$ cat src/rtl/clock_period_meter.sv
`timescale 1ns/1ps
// clock_period_meter
// Turns a slow toggling input (divided clock or external strobe) back into
// counts of clk: period from rising edge to rising edge, and high time from
// rising edge to the following falling edge.
// The input is asynchronous and is brought into the clk domain by two
// flops. This delay is the same for every edge, so it cancels out in both
// measured intervals.
module clock_period_meter #(
  parameter int          CNT_W   = 25,
  parameter int unsigned TIMEOUT = 33554431
) (
  input  logic             clk,
  input  logic             reset,
  input  logic             enable,
  input  logic             sig_in,
  output logic [CNT_W-1:0] period,
  output logic [CNT_W-1:0] high_time,
  output logic             valid,
  output logic             timeout,
  output logic             measuring
);

  localparam logic [CNT_W-1:0] TIMEOUT_C = CNT_W'(TIMEOUT);
  localparam logic [CNT_W-1:0] ZERO_C    = {CNT_W{1'b0}};
  localparam logic [CNT_W-1:0] ONE_C     = {{(CNT_W-1){1'b0}}, 1'b1};

  typedef enum logic {
    ST_IDLE    = 1'b0,
    ST_MEASURE = 1'b1
  } state_t;

  logic             s1_q, s2_q, s3_q;
  logic             rise_s, fall_s;
  state_t           state_q, state_d;
  logic [CNT_W-1:0] cnt_q, cnt_d;
  logic [CNT_W-1:0] cnt_inc_s;
  logic [CNT_W-1:0] hi_q, hi_d;
  logic [CNT_W-1:0] period_q, period_d;
  logic [CNT_W-1:0] high_q, high_d;
  logic             valid_q, valid_d;
  logic             timeout_q, timeout_d;
  logic             measuring_q, measuring_d;

  // Two-flop synchronizer plus a history flop used for edge detection.
  always_ff @(posedge clk or posedge reset) begin
    if (reset) begin
      s1_q <= 1'b0;
      s2_q <= 1'b0;
      s3_q <= 1'b0;
    end else begin
      s1_q <= sig_in;
      s2_q <= s1_q;
      s3_q <= s2_q;
    end
  end

  assign rise_s = s2_q & ~s3_q;
  assign fall_s = ~s2_q & s3_q;

  // Counter increment that holds at TIMEOUT so the count can never wrap.
  assign cnt_inc_s = (cnt_q == TIMEOUT_C) ? cnt_q : (cnt_q + ONE_C);

  // Next-state logic: edge handling, timeout detection and result capture.
  always_comb begin
    state_d   = state_q;
    cnt_d     = cnt_q;
    hi_d      = hi_q;
    period_d  = period_q;
    high_d    = high_q;
    valid_d   = 1'b0;
    timeout_d = timeout_q;
    case (state_q)
      ST_IDLE: begin
        if (rise_s && enable) begin
          // This rise only opens the first measurement window.
          state_d = ST_MEASURE;
          cnt_d   = ONE_C;
        end else begin
          state_d = ST_IDLE;
          cnt_d   = ZERO_C;
        end
      end
      ST_MEASURE: begin
        if (!enable) begin
          // Partial measurement is dropped; timeout keeps its value.
          state_d = ST_IDLE;
          cnt_d   = ZERO_C;
        end else if (rise_s) begin
          // A rise wins over a simultaneous timeout: period = TIMEOUT.
          period_d  = cnt_q;
          high_d    = hi_q;
          valid_d   = 1'b1;
          timeout_d = 1'b0;
          cnt_d     = ONE_C;
        end else if (cnt_q == TIMEOUT_C) begin
          state_d   = ST_IDLE;
          timeout_d = 1'b1;
          cnt_d     = ZERO_C;
        end else begin
          cnt_d = cnt_inc_s;
          if (fall_s) begin
            hi_d = cnt_q;
          end else begin
            hi_d = hi_q;
          end
        end
      end
      default: begin
        state_d = ST_IDLE;
        cnt_d   = ZERO_C;
      end
    endcase
    measuring_d = (state_d == ST_MEASURE);
  end

  // State, counter and registered outputs.
  always_ff @(posedge clk or posedge reset) begin
    if (reset) begin
      state_q     <= ST_IDLE;
      cnt_q       <= ZERO_C;
      hi_q        <= ZERO_C;
      period_q    <= ZERO_C;
      high_q      <= ZERO_C;
      valid_q     <= 1'b0;
      timeout_q   <= 1'b0;
      measuring_q <= 1'b0;
    end else begin
      state_q     <= state_d;
      cnt_q       <= cnt_d;
      hi_q        <= hi_d;
      period_q    <= period_d;
      high_q      <= high_d;
      valid_q     <= valid_d;
      timeout_q   <= timeout_d;
      measuring_q <= measuring_d;
    end
  end

  assign period    = period_q;
  assign high_time = high_q;
  assign valid     = valid_q;
  assign timeout   = timeout_q;
  assign measuring = measuring_q;

endmodule

$ cat config.mk
export PLATFORM = sky130hd
export DESIGN_NAME = clock_period_meter
export DESIGN_NICKNAME = d
export VERILOG_FILES = /design/src/rtl/clock_period_meter.sv
export SDC_FILE = /design/constraint.sdc
export NUM_CORES = 1
export LEC_CHECK = 0
export CORE_MARGIN = 5
export CORE_UTILIZATION = 55
export DETAILED_ROUTE_END_ITERATION = 6
export HOLD_SLACK_MARGIN = 0.15
export PLACE_DENSITY = 0.89
export SLEW_MARGIN = 15
export SYNTH_ARGS = -nofsm -noshare
export SYNTH_HDL_FRONTEND = slang
export SYNTH_SLANG_ARGS = --single-unit
$ cat constraint.sdc
create_clock -name clk -period 4.07 [get_ports clk]
set_clock_uncertainty 0.05 [all_clocks]
set_input_delay 0.814 -clock clk [delete_from_list [all_inputs] [get_ports clk]]
set_output_delay 0.814 -clock clk [all_outputs]
set_load 0.01 [all_outputs]
# Yosys cells after proc, flatten, opt, wreduce, memory -nomap -nowiden
# Index checks and enable logic that the tools add are counted.
[classes]
add_sub_neg = 1
n_mul = 0
n_div = 0
order_cmp = 0
n_eq_ne = 1
n_shift = 0
muxes = 15
n_bitwise = 7
n_reduce_logical = 5
[ops]
columns = ["op", "n"]
rows = [
  ["25-bit 2-to-1 mux", 3],
  ["25-bit case mux with 2 select lines", 1],
  ["25-bit by 1-bit adder with 25-bit output (second input constant)", 1],
  ["25-bit equality test (second input constant)", 1],
  ["1-bit 2-to-1 mux", 10],
  ["3-bit AND reduction", 2],
  ["1-bit inverter", 5],
  ["5-bit AND reduction", 1],
  ["1-bit bitwise AND", 2],
  ["1-bit case mux with 2 select lines", 1],
  ["2-bit nonzero test", 1],
  ["1-bit logical AND", 1],
]
[word_totals]
regBits = 106
latch_bits = 0
ram_bits = 0
romBits = 0
inputBits = 4
wordCells = 39
mem_count = 0

# Logic depth before layout (Yosys ltp)
[logic_depth]
word_depth = 5
ltp_mapped = 7
mapped_depth_nobuf = 5

# Worst setup path after synthesis
# Ideal clock, no wire load.
[synth_path]
kind = "input -> register"
startpoint = "in enable"
endpoint = "reg hi_q[0]"
arrival_ps = 1897
required_time_ps = 3895
slack_ps = 1998
stages = 4
path_buffers = 1
path_cell_list = "nand4b_1 a21oi_1 buf_2 mux2_2"
[synth_via]
elab_chain_cells = 1
[synth_rtl]
columns = ["item", "line_no", "text"]
rows = [
  ["start: declaration", "15", "input logic enable,"],
  ["5-bit AND reduction (no line)", "--", ""],
  ["end signal: assignment", "131", "hi_q <= hi_d;"],
  ["end: declaration", "38", "logic [CNT_W-1:0] hi_q, hi_d;"],
]
# Every way passes these cells.
# A chain may end at the register's enable or synchronous reset.

# Final worst setup path
[layout_path]
startpoint = "reg cnt_q[0]"
endpoint = "reg cnt_q[9]"
[layout_via]
elab_chain_cells = 5
[layout_rtl]
columns = ["item", "line_no", "text"]
rows = [
  ["start: declaration", "36", "logic [CNT_W-1:0] cnt_q, cnt_d;"],
  ["start signal: assignment", "130", "cnt_q <= cnt_d;"],
  ["25-bit by 1-bit adder with 25-bit output / 25-bit equality test (equally long branches)", "62, 96", ""],
  ["25-bit 2-to-1 mux (*)", "96", "end else if (cnt_q == TIMEOUT_C) begin"],
  ["25-bit 2-to-1 mux (*)", "89", "end else if (rise_s) begin"],
  ["25-bit 2-to-1 mux (*)", "85", "if (!enable) begin"],
  ["25-bit case mux with 2 select lines (*)", "73", "case (state_q)"],
  ["named net cnt_d[9]", "36", ""],
]
# Mark *: on every way through the listed nets, which the timed path passes. The rest lies on a longest branch.

==> run metrics <==
clock-pin slew on the worst setup and hold paths approximately 0.10 ns; Async SR Flop Fraction 100%; Clock Sinks ~110; main combinational cell family by area after synthesis simple AND/OR/NAND/NOR gates; CTS resizes 0; row count 32; Top Ports 57; initial antenna violation count 0; Worst IR Drop VDD 192 uV; Combinational Power Share 4.3%; relative slew slack 42.2%; Syn Nets 427; Port Buf Inserts 56; vias post-DR 3162; gpl congestion a little over 0.8; crit start category flop; Max-Cap Viols 0; number of synthesized flops with an enable pin 0; ANT cells 0; crit-path max FO 18; Tcrit/Tclk final just over 60%; CP required 4.24 ns; H-tree depth 3; Worst R2R Path Depth 5; core outline area around 7700 um^2; nets 474; PD cells ~340 nW/um^2; CTS root buf clkbuf_8; total negative slack 0 ns; Post-Syn Area per Cell 10.3 um^2; CP max stage delay approximately 0.63 ns; HP Start s1_q$_DFF_PP0_; final slew viol count 0; vias in the first global route around 3200; reg2reg setup slack 1.54 ns; Overflow after GRT 0; final WL 8.89 mm; Worst Path Buf+Inv 0; cts bufs inserted 9; Yosys warnings 0; area post-placement 4980 um^2; Finished Cell Area 5170 um^2; Fin. Hold Viols 0; Hold Path Depth 0; slew of the pin with the lowest slew margin 0.859 ns; routed len/inst 15.4 um; reg2reg start cnt_q[0]$_DFF_PP0_; Antenna Nets Post-Route 0; TritonCTS clock tree built; Power Total 1.77 mW; RSZ-0062 raised after global routing no; clock tree buffer depth 2; mux share of post-synthesis cell area 6.62%; Arr. time, crit path 2.70 ns; share of cells above drive strength 1 11.0%; switching fraction of total power 23.8%; FF-to-FF End cnt_q[9]$_DFF_PP0_; clock share of power between 30% and 40%; Sequential Power Share 61.3%; Starting Density 56.5%; area delta synth->final 18.5%; Detail Placement HPWL ~6 mm; critical path endpoint category flop; chip width 99.1 um; post-CTS setup buffers 0; Die H between 90 and 100 um; CP top delay family simple AND/OR/NAND/NOR gates; fin crit period 2.53 ns; post-DR vias/cell 5.49; Hold Buf Count CTS 0; die area 9820 um^2; # DRC 0; final setup fails 0; critical path type flop to flop; hold crit path type flop to flop; compound-gate portion of the synthesized area 3.93%; leakage power between 2 and 2.5 nW; largest net degree at the start of global routing 64; GRT Total Usage 18.9%; mapped cell area between 4000 and 5000 um^2; ys flop type dfrtp_1; status finished clean; WHS Endpoint s2_q$_DFF_PP0_; first-pass GRT wire length ~15 mm; Int Pwr 1.34 mW; fmax 395 MHz; sw power 0.420 mW; post-synthesis adder-cell area fraction 0.287%; post-synthesis sequential area ratio about three fifths; Critical Path Slowest Stage Cell o21ai_2; worst-path cell chain ha_1, nand3_4, or4_1, o21ai_2, nor2_1; Synth Area in XOR/XNOR 3.01%; Synth Area in Simple Gates 22.3%; Post-Syn Instances between 400 and 500; Iteration-0 DRC Markers just over 200; drt pass-1 iters 4; Yosys reg bits 106; post-synth cell types 42; Clock Latency Late Sink 0.37 ns
==> flip-flops by register name, summed over array words and instances (netlist names) <==
signal,cells
timeout,1
valid,1
s2_q,1
period,25
high_time,25
measuring,1
s1_q,1
cnt_q,25
s3_q,1
hi_q,25
==> cells in the mapped netlist (all sizes together) (4+ instances only) <==
library cell	n	area [um^2]
nand4	10	68.8
o21ai	11	58.8
clkbuf	13	52.6
nor3	4	25.0
nand2	146	548
nor2	20	75.1
nand3	8	57.6
buf	11	51.3
mux2	23	259
dfrtp	106	2650
nor4	10	75.1
xor2	4	35.0
a21oi	8	40.0
xnor2	11	96.3
inv	8	30.0
==> per-stage QoR <==
stage | worst slack [ns] | hold WS (ns) | cells | utilization [%]
finish | 1.54 | 0.305 | 576 | 66.9
global route | 1.39 | 0.313 | 576 | 66.9
CTS | 1.57 | 0.307 | 576 | 66.9
detailed placement | 1.38 | 0.285 | 560 | 64.5
global placement | 1.44 | 0.285 | 560 | 64.5
floorplan | 0.417 | 0.281 | 422 | -
==> kinds of logic (layout without fill, tap and decap cells) <==
logic type / count (synthesis) / count (layout)
AND/OR/NAND/NOR: 214 / 214
flip-flops: 106 / 106
multiplexers: 26 / 26
adder cells (fa/ha/maj): 1 / 1
AO/OA/AOI/OAI: 28 / 28
buffers and inverters: 32 / 84
XOR/XNOR: 15 / 15
==> layer usage <==
layer  global-route usage [%]  up-vias  share of wire, %
li1                         -     1500                 -
met1                     24.6     1567                43
met2                     30.6       84                50
met3                     4.18       11               5.2
met4                     8.40        0               1.0
met5                        0        -                 0
==> power groups by stage <==
stage               combinational [mW]  clock [mW]  sequential [mW]
finish                          0.0766       0.607             1.08
global route                    0.0860       0.665             1.08
CTS                             0.0788       0.620             1.08
detailed placement              0.0787           0             1.10
global placement                0.0762           0             1.10
floorplan                       0.0395           0             1.10
==> worst max-delay path by stage <==
stage	cells past startpoint	endpoint	from	slack (ns)
floorplan	1	cnt_q[0]$_DFF_PP0_	reset	0.42
global placement	5	hi_q[11]$_DFFE_PP0P_	enable	1.44
detailed placement	5	hi_q[12]$_DFFE_PP0P_	enable	1.38
CTS	5	cnt_q[9]$_DFF_PP0_	cnt_q[0]$_DFF_PP0_	1.57
global route	5	cnt_q[12]$_DFF_PP0_	cnt_q[0]$_DFF_PP0_	1.39
finish	5	cnt_q[9]$_DFF_PP0_	cnt_q[0]$_DFF_PP0_	1.54
==> placed cells by master (no fill, tap or decap), types with 6 or more instances in the layout <==
cell               n
nand2_1          146
nand4_1            9
nand3_1            6
clkdlybuf4s50_1   56
o21ai_0           10
nor2_1            20
dfrtp_1          106
a21oi_1            7
mux2_2            20
inv_1              6
nor4_1             8
xnor2_1           11
clkbuf_8          10
==> worst register-to-register path: stages (launching register included) <==
cell	delay, ns
dfrtp_1	0.50
ha_1	0.29
nand3_4	0.17
or4_1	0.61
o21ai_2	0.63
nor2_1	0.13
==> layout make-up <==
type,instances,area (um^2)
clock inverter,6,48.8
inverter,8,32.5
timing repair buffer,60,591
clock buffer,10,138
tap,102,128
fill,573,2560
multi-input combinational,284,1580
sequential,106,2650
No activity file was read; power rests on OpenSTA's default activity.
